## src/rtl/loop_ctrl_pkg.sv

```systemverilog
// Shared definitions for the loop sampler: FSM state encodings and synchronizer depth.
package loop_ctrl_pkg;

    localparam logic [2:0] ST_IDLE    = 3'd0;
    localparam logic [2:0] ST_SEED    = 3'd1;
    localparam logic [2:0] ST_RUN     = 3'd2;
    localparam logic [2:0] ST_SAMPLE  = 3'd3;
    localparam logic [2:0] ST_DELIVER = 3'd4;

    localparam int unsigned SYNC_DEPTH = 2;

    typedef enum logic [2:0] {
        StIdle    = ST_IDLE,
        StSeed    = ST_SEED,
        StRun     = ST_RUN,
        StSample  = ST_SAMPLE,
        StDeliver = ST_DELIVER
    } state_e;

    function automatic int unsigned max_u(input int unsigned a, input int unsigned b);
        return (a > b) ? a : b;
    endfunction

endpackage

```

## src/rtl/loop_sync.sv

```systemverilog
// Multi-bit flop-chain synchronizer for the asynchronous oscillator outputs.
module loop_sync
    import loop_ctrl_pkg::*;
#(
    parameter int unsigned WIDTH = 4
) (
    input  logic             clk,
    input  logic             reset,
    input  logic [WIDTH-1:0] d,
    output logic [WIDTH-1:0] q
);

    logic [WIDTH-1:0] stage [SYNC_DEPTH];

    always_ff @(posedge clk) begin
        if (reset) begin
            for (int i = 0; i < SYNC_DEPTH; i++) begin
                stage[i] <= '0;
            end
        end else begin
            stage[0] <= d;
            for (int i = 1; i < SYNC_DEPTH; i++) begin
                stage[i] <= stage[i-1];
            end
        end
    end

    assign q = stage[SYNC_DEPTH-1];

endmodule

```

## src/rtl/loop_sampler_ctrl.sv

```systemverilog
// Seeds, runs and samples a bank of ring oscillators and packs XOR-reduced bits into words.
// Optional repetition-count health test enabled by defining LOOP_SAMPLER_HEALTH_EN.
module loop_sampler_ctrl
    import loop_ctrl_pkg::*;
#(
    parameter int unsigned NUM_LOOPS   = 4,
    parameter int unsigned SEED_CYCLES = 4,
    parameter int unsigned RUN_CYCLES  = 16,
    parameter int unsigned WORD_BITS   = 32,
    parameter int unsigned REP_LIMIT   = 32
) (
    input  logic                 clk,
    input  logic                 reset,
    input  logic                 enable,
    input  logic                 ack,
    input  logic [NUM_LOOPS-1:0] loop_d,
    output logic                 loop_ctrl,
    output logic                 loop_seed,
    output logic [WORD_BITS-1:0] data,
    output logic                 valid,
    output logic                 busy,
    output logic                 error
);

    localparam int unsigned CYC_W = $clog2(max_u(SEED_CYCLES, RUN_CYCLES) + 1);
    localparam int unsigned BIT_W = $clog2(WORD_BITS);

    localparam logic [CYC_W-1:0] SEED_LOAD = CYC_W'(SEED_CYCLES - 1);
    localparam logic [CYC_W-1:0] RUN_LOAD  = CYC_W'(RUN_CYCLES - 1);
    localparam logic [BIT_W-1:0] BIT_LAST  = BIT_W'(WORD_BITS - 1);

    state_e               state;
    logic [CYC_W-1:0]     cyc_cnt;
    logic [BIT_W-1:0]     bit_cnt;
    logic                 seed_tgl;
    logic [NUM_LOOPS-1:0] sync_d;
    logic                 raw;
    logic                 health_trip;

    loop_sync #(
        .WIDTH (NUM_LOOPS)
    ) u_sync (
        .clk   (clk),
        .reset (reset),
        .d     (loop_d),
        .q     (sync_d)
    );

    assign raw = ^sync_d;

`ifdef LOOP_SAMPLER_HEALTH_EN
    localparam int unsigned REP_W = $clog2(REP_LIMIT + 1);
    localparam logic [REP_W-1:0] REP_MAX = REP_W'(REP_LIMIT);

    logic [REP_W-1:0] rep_cnt;
    logic [REP_W-1:0] rep_nxt;
    logic             last_raw;

    // rep_cnt==0 only right after reset, so the first bit always starts a new run
    always_comb begin
        rep_nxt = REP_W'(1);
        if (rep_cnt != '0 && raw == last_raw) begin
            rep_nxt = (rep_cnt == REP_MAX) ? rep_cnt : rep_cnt + 1'b1;
        end
        health_trip = (rep_nxt == REP_MAX);
    end

    always_ff @(posedge clk) begin
        if (reset) begin
            rep_cnt  <= '0;
            last_raw <= 1'b0;
            error    <= 1'b0;
        end else if (state == StSample && enable) begin
            rep_cnt  <= rep_nxt;
            last_raw <= raw;
            if (health_trip) begin
                error <= 1'b1;
            end
        end
    end
`else
    logic unused_rep_limit;
    assign unused_rep_limit = (REP_LIMIT == 0);
    assign health_trip      = 1'b0;
    assign error            = 1'b0;
`endif

    always_ff @(posedge clk) begin
        if (reset) begin
            state     <= StIdle;
            cyc_cnt   <= '0;
            bit_cnt   <= '0;
            seed_tgl  <= 1'b0;
            data      <= '0;
            valid     <= 1'b0;
            busy      <= 1'b0;
            loop_ctrl <= 1'b1;
            loop_seed <= 1'b0;
        end else begin
            unique case (state)
                StIdle: begin
                    if (enable && !error) begin
                        state     <= StSeed;
                        cyc_cnt   <= SEED_LOAD;
                        bit_cnt   <= '0;
                        data      <= '0;
                        busy      <= 1'b1;
                        loop_ctrl <= 1'b1;
                        loop_seed <= seed_tgl;
                    end
                end

                StSeed: begin
                    if (!enable) begin
                        state     <= StIdle;
                        bit_cnt   <= '0;
                        data      <= '0;
                        busy      <= 1'b0;
                        loop_ctrl <= 1'b1;
                    end else if (cyc_cnt == '0) begin
                        state     <= StRun;
                        cyc_cnt   <= RUN_LOAD;
                        loop_ctrl <= 1'b0;
                    end else begin
                        cyc_cnt <= cyc_cnt - 1'b1;
                    end
                end

                StRun: begin
                    if (!enable) begin
                        state     <= StIdle;
                        bit_cnt   <= '0;
                        data      <= '0;
                        busy      <= 1'b0;
                        loop_ctrl <= 1'b1;
                    end else if (cyc_cnt == '0) begin
                        state <= StSample;
                    end else begin
                        cyc_cnt <= cyc_cnt - 1'b1;
                    end
                end

                StSample: begin
                    if (!enable || health_trip) begin
                        // Abort: the partial word never becomes visible as a valid word
                        state     <= StIdle;
                        bit_cnt   <= '0;
                        data      <= '0;
                        busy      <= 1'b0;
                        loop_ctrl <= 1'b1;
                        if (enable) begin
                            seed_tgl <= ~seed_tgl;
                        end
                    end else begin
                        seed_tgl  <= ~seed_tgl;
                        data      <= {data[WORD_BITS-2:0], raw};
                        loop_ctrl <= 1'b1;
                        if (bit_cnt == BIT_LAST) begin
                            state <= StDeliver;
                            valid <= 1'b1;
                        end else begin
                            state     <= StSeed;
                            cyc_cnt   <= SEED_LOAD;
                            bit_cnt   <= bit_cnt + 1'b1;
                            loop_seed <= ~seed_tgl;
                        end
                    end
                end

                StDeliver: begin
                    if (ack) begin
                        valid <= 1'b0;
                        if (enable) begin
                            state     <= StSeed;
                            cyc_cnt   <= SEED_LOAD;
                            bit_cnt   <= '0;
                            data      <= '0;
                            loop_seed <= seed_tgl;
                        end else begin
                            state <= StIdle;
                            busy  <= 1'b0;
                        end
                    end
                end

                default: begin
                    state     <= StIdle;
                    busy      <= 1'b0;
                    loop_ctrl <= 1'b1;
                end
            endcase
        end
    end

endmodule

```

## config.mk

```make
export PLATFORM = sky130hd
export DESIGN_NAME = loop_sampler_ctrl
export DESIGN_NICKNAME = d
export VERILOG_FILES = /design/src/rtl/loop_ctrl_pkg.sv /design/src/rtl/loop_sync.sv /design/src/rtl/loop_sampler_ctrl.sv
export SDC_FILE = /design/constraint.sdc
export NUM_CORES = 1
export LEC_CHECK = 0
export CELL_PAD_IN_SITES_DETAIL_PLACEMENT = 0
export CELL_PAD_IN_SITES_GLOBAL_PLACEMENT = 1
export CORE_MARGIN = 1
export CORE_UTILIZATION = 41
export DETAILED_ROUTE_END_ITERATION = 10
export GPL_TIMING_DRIVEN = 0
export PLACE_DENSITY = 0.85
export SLEW_MARGIN = 15
export SYNTH_ARGS = -nofsm -noshare
export SYNTH_HDL_FRONTEND = slang
export SYNTH_SLANG_ARGS = --single-unit
```

## constraint.sdc

```tcl
create_clock -name clk -period 5.53 [get_ports clk]
set_input_delay 1.106 -clock clk [delete_from_list [all_inputs] [get_ports clk]]
set_output_delay 1.106 -clock clk [all_outputs]
set_load 0.01 [all_outputs]
```

Yosys cells after proc, flatten, opt, wreduce, memory -nomap -nowiden
Memories as Yosys holds them, arrays and structs flattened.
Cells that the tools add are included.
{"block": "word_totals", "register_bits": 50, "mem_bits_rw": 8, "inputBits": 8, "output_inout_bits": 37, "wordCells": 104, "mem_count": 1}
{"block": "classes", "n_addsub": 2, "eq_ne": 18, "muxes": 52, "bitwise": 4, "n_reduce_logical": 18}
{"memory": "u_sync.stage", "words": 2, "width": 4, "rd": 2, "rd_ports_with_merged_regs": 0, "wr": 2, "line": "loop_sync.sv:13", "text": "logic [WIDTH-1:0] stage [SYNC_DEPTH];"}
{"op": "32-bit two-way mux", "count": 4}
{"op": "32-bit one-hot mux with 4 select lines", "count": 1}
{"op": "5-bit two-way mux", "count": 13}
{"op": "5-bit one-hot mux with 5 select lines", "count": 1}
{"op": "3-bit two-way mux", "count": 8}
{"op": "2-bit != test (second input constant)", "count": 10}
{"op": "5-bit one-hot mux with 4 select lines", "count": 1}
{"op": "4-bit AND reduction", "count": 5}
{"op": "1-bit two-way mux", "count": 17}
{"op": "3-bit one-hot mux with 5 select lines", "count": 1}
{"op": "3-bit != test (second input constant)", "count": 3}
{"op": "4-bit two-way mux", "count": 2}
{"op": "7-bit AND reduction", "count": 1}
{"op": "3-bit by 2-bit equality test with 1-bit output (second input constant)", "count": 2}
{"op": "1-bit one-hot mux with 3 select lines", "count": 2}
{"op": "5-bit by 1-bit adder with 5-bit output (second input constant)", "count": 1}
{"op": "5-bit equality test (second input constant)", "count": 1}
{"op": "5-bit zero test", "count": 1}
{"op": "5-bit nonzero test", "count": 1}
{"op": "5-bit by 1-bit subtractor with 5-bit output (second input constant)", "count": 1}
{"op": "1-bit one-hot mux with 4 select lines", "count": 1}
{"op": "2-bit AND reduction", "count": 2}
{"op": "4-bit nonzero test", "count": 1}
{"op": "4-bit parity", "count": 1}
{"op": "11 further kinds", "count": 13}

Longest topological paths before layout
{"block": "logic_depth", "ltp_word": 4, "depth_mapped": 8, "ltp_nobuf": 7}

Hierarchy
A second synthesis with hierarchy kept.
{"block": "unflattened", "hier_cells": 264, "area_unflattened_um2": 2483.6}
{"module": "loop_sampler_ctrl", "n_inst": 1, "cells_each": 244, "area_per_inst_um2": 2243.4, "seq_area_each_um2": 1001.0}
{"module": "loop_sync", "n_inst": 1, "cells_each": 20, "area_per_inst_um2": 240.2, "seq_area_each_um2": 160.2}

Worst setup path before layout
Ideal clock, no wire load.
{"block": "synth_path", "path_kind": "input port to flip-flop", "start": "in enable", "end": "reg data[18]", "setup_ps": 134, "arrival_time_ps": 2109, "t_required_ps": 5396, "slack_ps": 3287, "cell_stages": 6, "path_buffers": 3, "cell_sequence": "buf_2 -> clkbuf_1 -> nand3_1 -> o21ai_2 -> buf_2 -> o22ai_1"}
{"block": "synth_between", "elab_chain_len": 3, "word_cells_on_any_way": 6, "classes_between": "eq/ne: 1; mux: 4; reduce/logical: 1"}
{"element": "start: declaration", "line": "loop_sampler_ctrl.sv:14", "text": "input logic enable,"}
{"element": "32-bit two-way mux (2 in a row)"}
{"element": "32-bit one-hot mux with 4 select lines", "line": "loop_sampler_ctrl.sv:100", "text": "unique case (state)"}
{"element": "end signal: assignment", "line": "loop_sampler_ctrl.sv:156", "text": "data <= {data[WORD_BITS-2:0], raw};"}
{"element": "end: declaration", "line": "loop_sampler_ctrl.sv:19", "text": "output logic [WORD_BITS-1:0] data,"}
Parallel ways exist; a longest one is shown, timed or not. The select of a mux whose other input is x is not followed.
A chain may end at the register's enable or synchronous reset.

Final worst setup path
{"block": "layout_path", "start": "in ack", "end": "reg cyc_cnt[2]"}
{"block": "layout_between", "elab_chain_len": 2}
{"element": "start: declaration", "line": "loop_sampler_ctrl.sv:15", "text": "input logic ack,"}
{"element": "2-bit != test (no line)"}
{"element": "7-bit AND reduction (no line)"}
{"element": "end signal: assignment", "line": "loop_sampler_ctrl.sv:125", "text": "cyc_cnt <= cyc_cnt - 1'b1;"}
{"element": "end signal: assignment", "line": "loop_sampler_ctrl.sv:139", "text": "cyc_cnt <= cyc_cnt - 1'b1;"}
{"element": "end: declaration", "line": "loop_sampler_ctrl.sv:33", "text": "logic [CYC_W-1:0] cyc_cnt;"}
Every way passes these cells.

==> results.toml <==
[synthesis]
synth.distinct_cells = 49
ys.flop_type = "dfxtp_1"
synthXorXnorAreaFrac_pct = 1.838
synthSimpleGateAreaFrac_pct = 17.44
synth-edff-count = 0
async_flop_share_pct = 0
synthAdderAreaFrac_pct = 2.101
synthTopCellsByArea = "dfxtp_1, o22ai_1, nand2_1"
synth_compound_area_share_pct = 24.21
yosys-mux-area-fraction_pct = 0
synth-seq-cells = 58
yosysTopAreaCell = "dfxtp_1"
syn_inst = 266
synth_fp_nets = 278
avgSynthCellArea_um2 = 8.956
synth_top_family_by_area = "compound AO/OA/AOI/OAI gates"
synth_top_area_share_pct = 48.74
yosys_warnings = 0
netlist_area_mm2 = 0.002382
ys_seq_area_share_pct = 48.74

[drt]
drtIter0Drc = 124
drc = 0
dr.pass1.iters = 4
drt-total-wl_mm = 5.443
drt-wirelength-per-cell_um = 13.78
vias = 2183
drt.antenna.violating_nets = 0
avgViaCountPerCell = 5.527

[hold_path]
min_to = "u_sync.stage[0][7]"
hold_class = "flip-flop to flip-flop"
whs_path_depth = 1
min-delay-start = "u_sync.stage[0][3]"

[die]
start_util_pct = 43.00
num_rows = 27
dieWidth_um = 78.23
dieArea_mm2 = 0.006119
core-area_mm2 = 0.005540
die_y_um = 78.23
pin_count = 45

[layout]
drive_gt1_share_pct = 8.669
instances_no_fill = 395
final_net_count = 330
area_growth_syn_to_layout_pct = 28.52
nFillCells = 538
diodes = 0
seq_area_mm2 = 0.001161
final_core_util_pct = 55.26
multi_input_area_mm2 = 0.001090
final_area_mm2 = 0.003062

[clock_tree]
htreeDepth = 3
clkSinkCount = 58
clk_latency_ns = 0.34
cts-root-buf = "clkbuf_8"
path_clk_slew_ns = 0.07
cts_buffers = 9
ctsResizeCount = 0
clock_path_buffers = 2
tritoncts = "built"
post_cts.repair.setup_buffers = 0
cts_hold_buf = 0

[place]
dp_hpwl_mm = 3.763
dp_slack_ns = 2.820
dp_cells = 379
place.gp.congestion = 0.8870
io_buffer_count = 41
placed_area_mm2 = 0.002883

[global_routing]
grt_usage_pct = 18.74
grt_max_degree = 13
globalRouteOverflowTotal = 0
antenna_found_initial = 0
top_usage_layer = "met2"
use_met2_pct = 27.98
grt_util_met3_pct = 6.744
grt_pass1_vias = 1874
met1_usage_pct = 24.40
grt_pass1_wl_mm = 8.838

[worst_setup_path]
ff2ff_path_depth = 8
reg2reg_slack_ns = 3.40
worstPathRequired_ns = 5.76
path_class = "primary input to flip-flop"
path_max_fanout = 6
cp.arrival_ns = 2.62
rr_startpoint = "bit_cnt[0]"
startpoint_type = "primary input"
regToRegEndpoint = "cyc_cnt[2]"
crit_path_end_kind = "flip-flop"

[timing]
tightest_slew_ns = 0.7348
slew_viol_final = 0
fin_crit_sh_pct = 43.18
holdWs_ns = 0.4375
finClkSkew_ns = 0.007816
slew_headroom_pct = 50.64
rsz0062_at_grt = "false"
fin_crit_ns = 2.388
layout_setup_ws_ns = 3.142
setup_violations = 0
hold_viol_final = 0
max_freq_mhz = 418.8
finalSetupTns_ns = 0

[pwr]
powerDensity_mw_per_mm2 = 284.0
peakVddDrop_mv = 0.1978
finalPower_mw = 0.8694
p_leak_nw = 1.015

[run_status]
outcome = "complete, no violations"

[job]
cap_violations = 0
## registers in the layout, summed over array words and instances, names as in the netlist
signal	flops
data	32
bit_cnt	5
state	3
seed_tgl	1
loop_ctrl	1
u_sync.stage	8
valid	1
loop_seed	1
cyc_cnt	5
busy	1
## worst max-delay path by stage
stage               depth (start not counted)  startpoint    endpoint
finish                                      5         ack  cyc_cnt[2]
global route                                5         ack  cyc_cnt[1]
CTS                                         1   loop_ctrl   loop_ctrl
detailed placement                          5         ack  cyc_cnt[2]
global placement                            5         ack  cyc_cnt[2]
floorplan                                   6      enable    data[18]
## power by group
group          leakage [nW]  switching [mW]  internal (mW)
Combinational         0.459          0.0573         0.0360
Clock                0.0858           0.179          0.165
Sequential            0.470         0.00614          0.426
Total                  1.01           0.243          0.627
## kinds of logic (layout without fill, tap and decap cells)
| logic type | Yosys count | after routing |
|---|---|---|
| other cells | 1 | 1 |
| buf+inv | 30 | 87 |
| fa+ha+maj | 4 | 4 |
| xor+xnor | 5 | 5 |
| simple gates | 83 | 83 |
| flops | 58 | 58 |
| compound gates | 85 | 85 |
## synth_stat cells, drive strengths merged, types with 2 or more instances
cell type	n
a211oi	4
a21oi	16
a221oi	2
a311oi	6
buf	8
clkbuf	13
dfxtp	58
ha	4
inv	8
nand2	39
nand2b	4
nand3	5
nand3b	2
nand4b	2
nor2	8
nor2b	12
nor3	5
o211ai	2
o21ai	9
o221ai	2
o22ai	31
o32ai	2
xnor2	3
xor2	2
## cell usage in the layout (no fill, tap or decap), types with 3 or more instances in the layout
cell type | netlist | routed
xnor2_1 | 3 | 3
nor2b_1 | 12 | 12
buf_2 | 5 | 5
nand3_1 | 5 | 5
o21ai_1 | 3 | 3
dfxtp_1 | 58 | 58
inv_1 | 8 | 8
nand2b_1 | 4 | 4
a21oi_1 | 16 | 16
nand2_1 | 39 | 39
nor2_1 | 8 | 8
clkbuf_1 | 12 | 12
o21ai_0 | 5 | 5
a311oi_1 | 6 | 6
clkinv_4 | 0 | 3
clkdlybuf4s50_1 | 0 | 41
ha_1 | 4 | 4
o22ai_1 | 31 | 31
nor3_1 | 5 | 5
clkbuf_8 | 0 | 9
a211oi_1 | 4 | 4
## layout make-up
type	count	area share [%]
Timing Repair Buffer	41	13.40
Sequential cell	58	37.92
Clock inverter	7	1.798
Multi-Input combinational cell	178	35.59
Clock buffer	9	4.046
Buffer	21	3.188
Tap cell	72	2.942
Inverter	9	1.103
## critical path, stage by stage
cell and delay (ns):
clkdlybuf4s50_1 0.58, nor2b_1 0.21, o2111a_1 0.30, o221ai_1 0.15, a32o_1 0.27
## layer usage
metal | routed length [um] | vias to the layer above | part of all wire, %
li1 | - | 1084 | -
met1 | 2597 | 1024 | 48
met2 | 2464 | 68 | 45
met3 | 304 | 7 | 5.6
met4 | 76 | 0 | 1.4
met5 | 0 | - | 0
(Power assumes the default switching activity.)
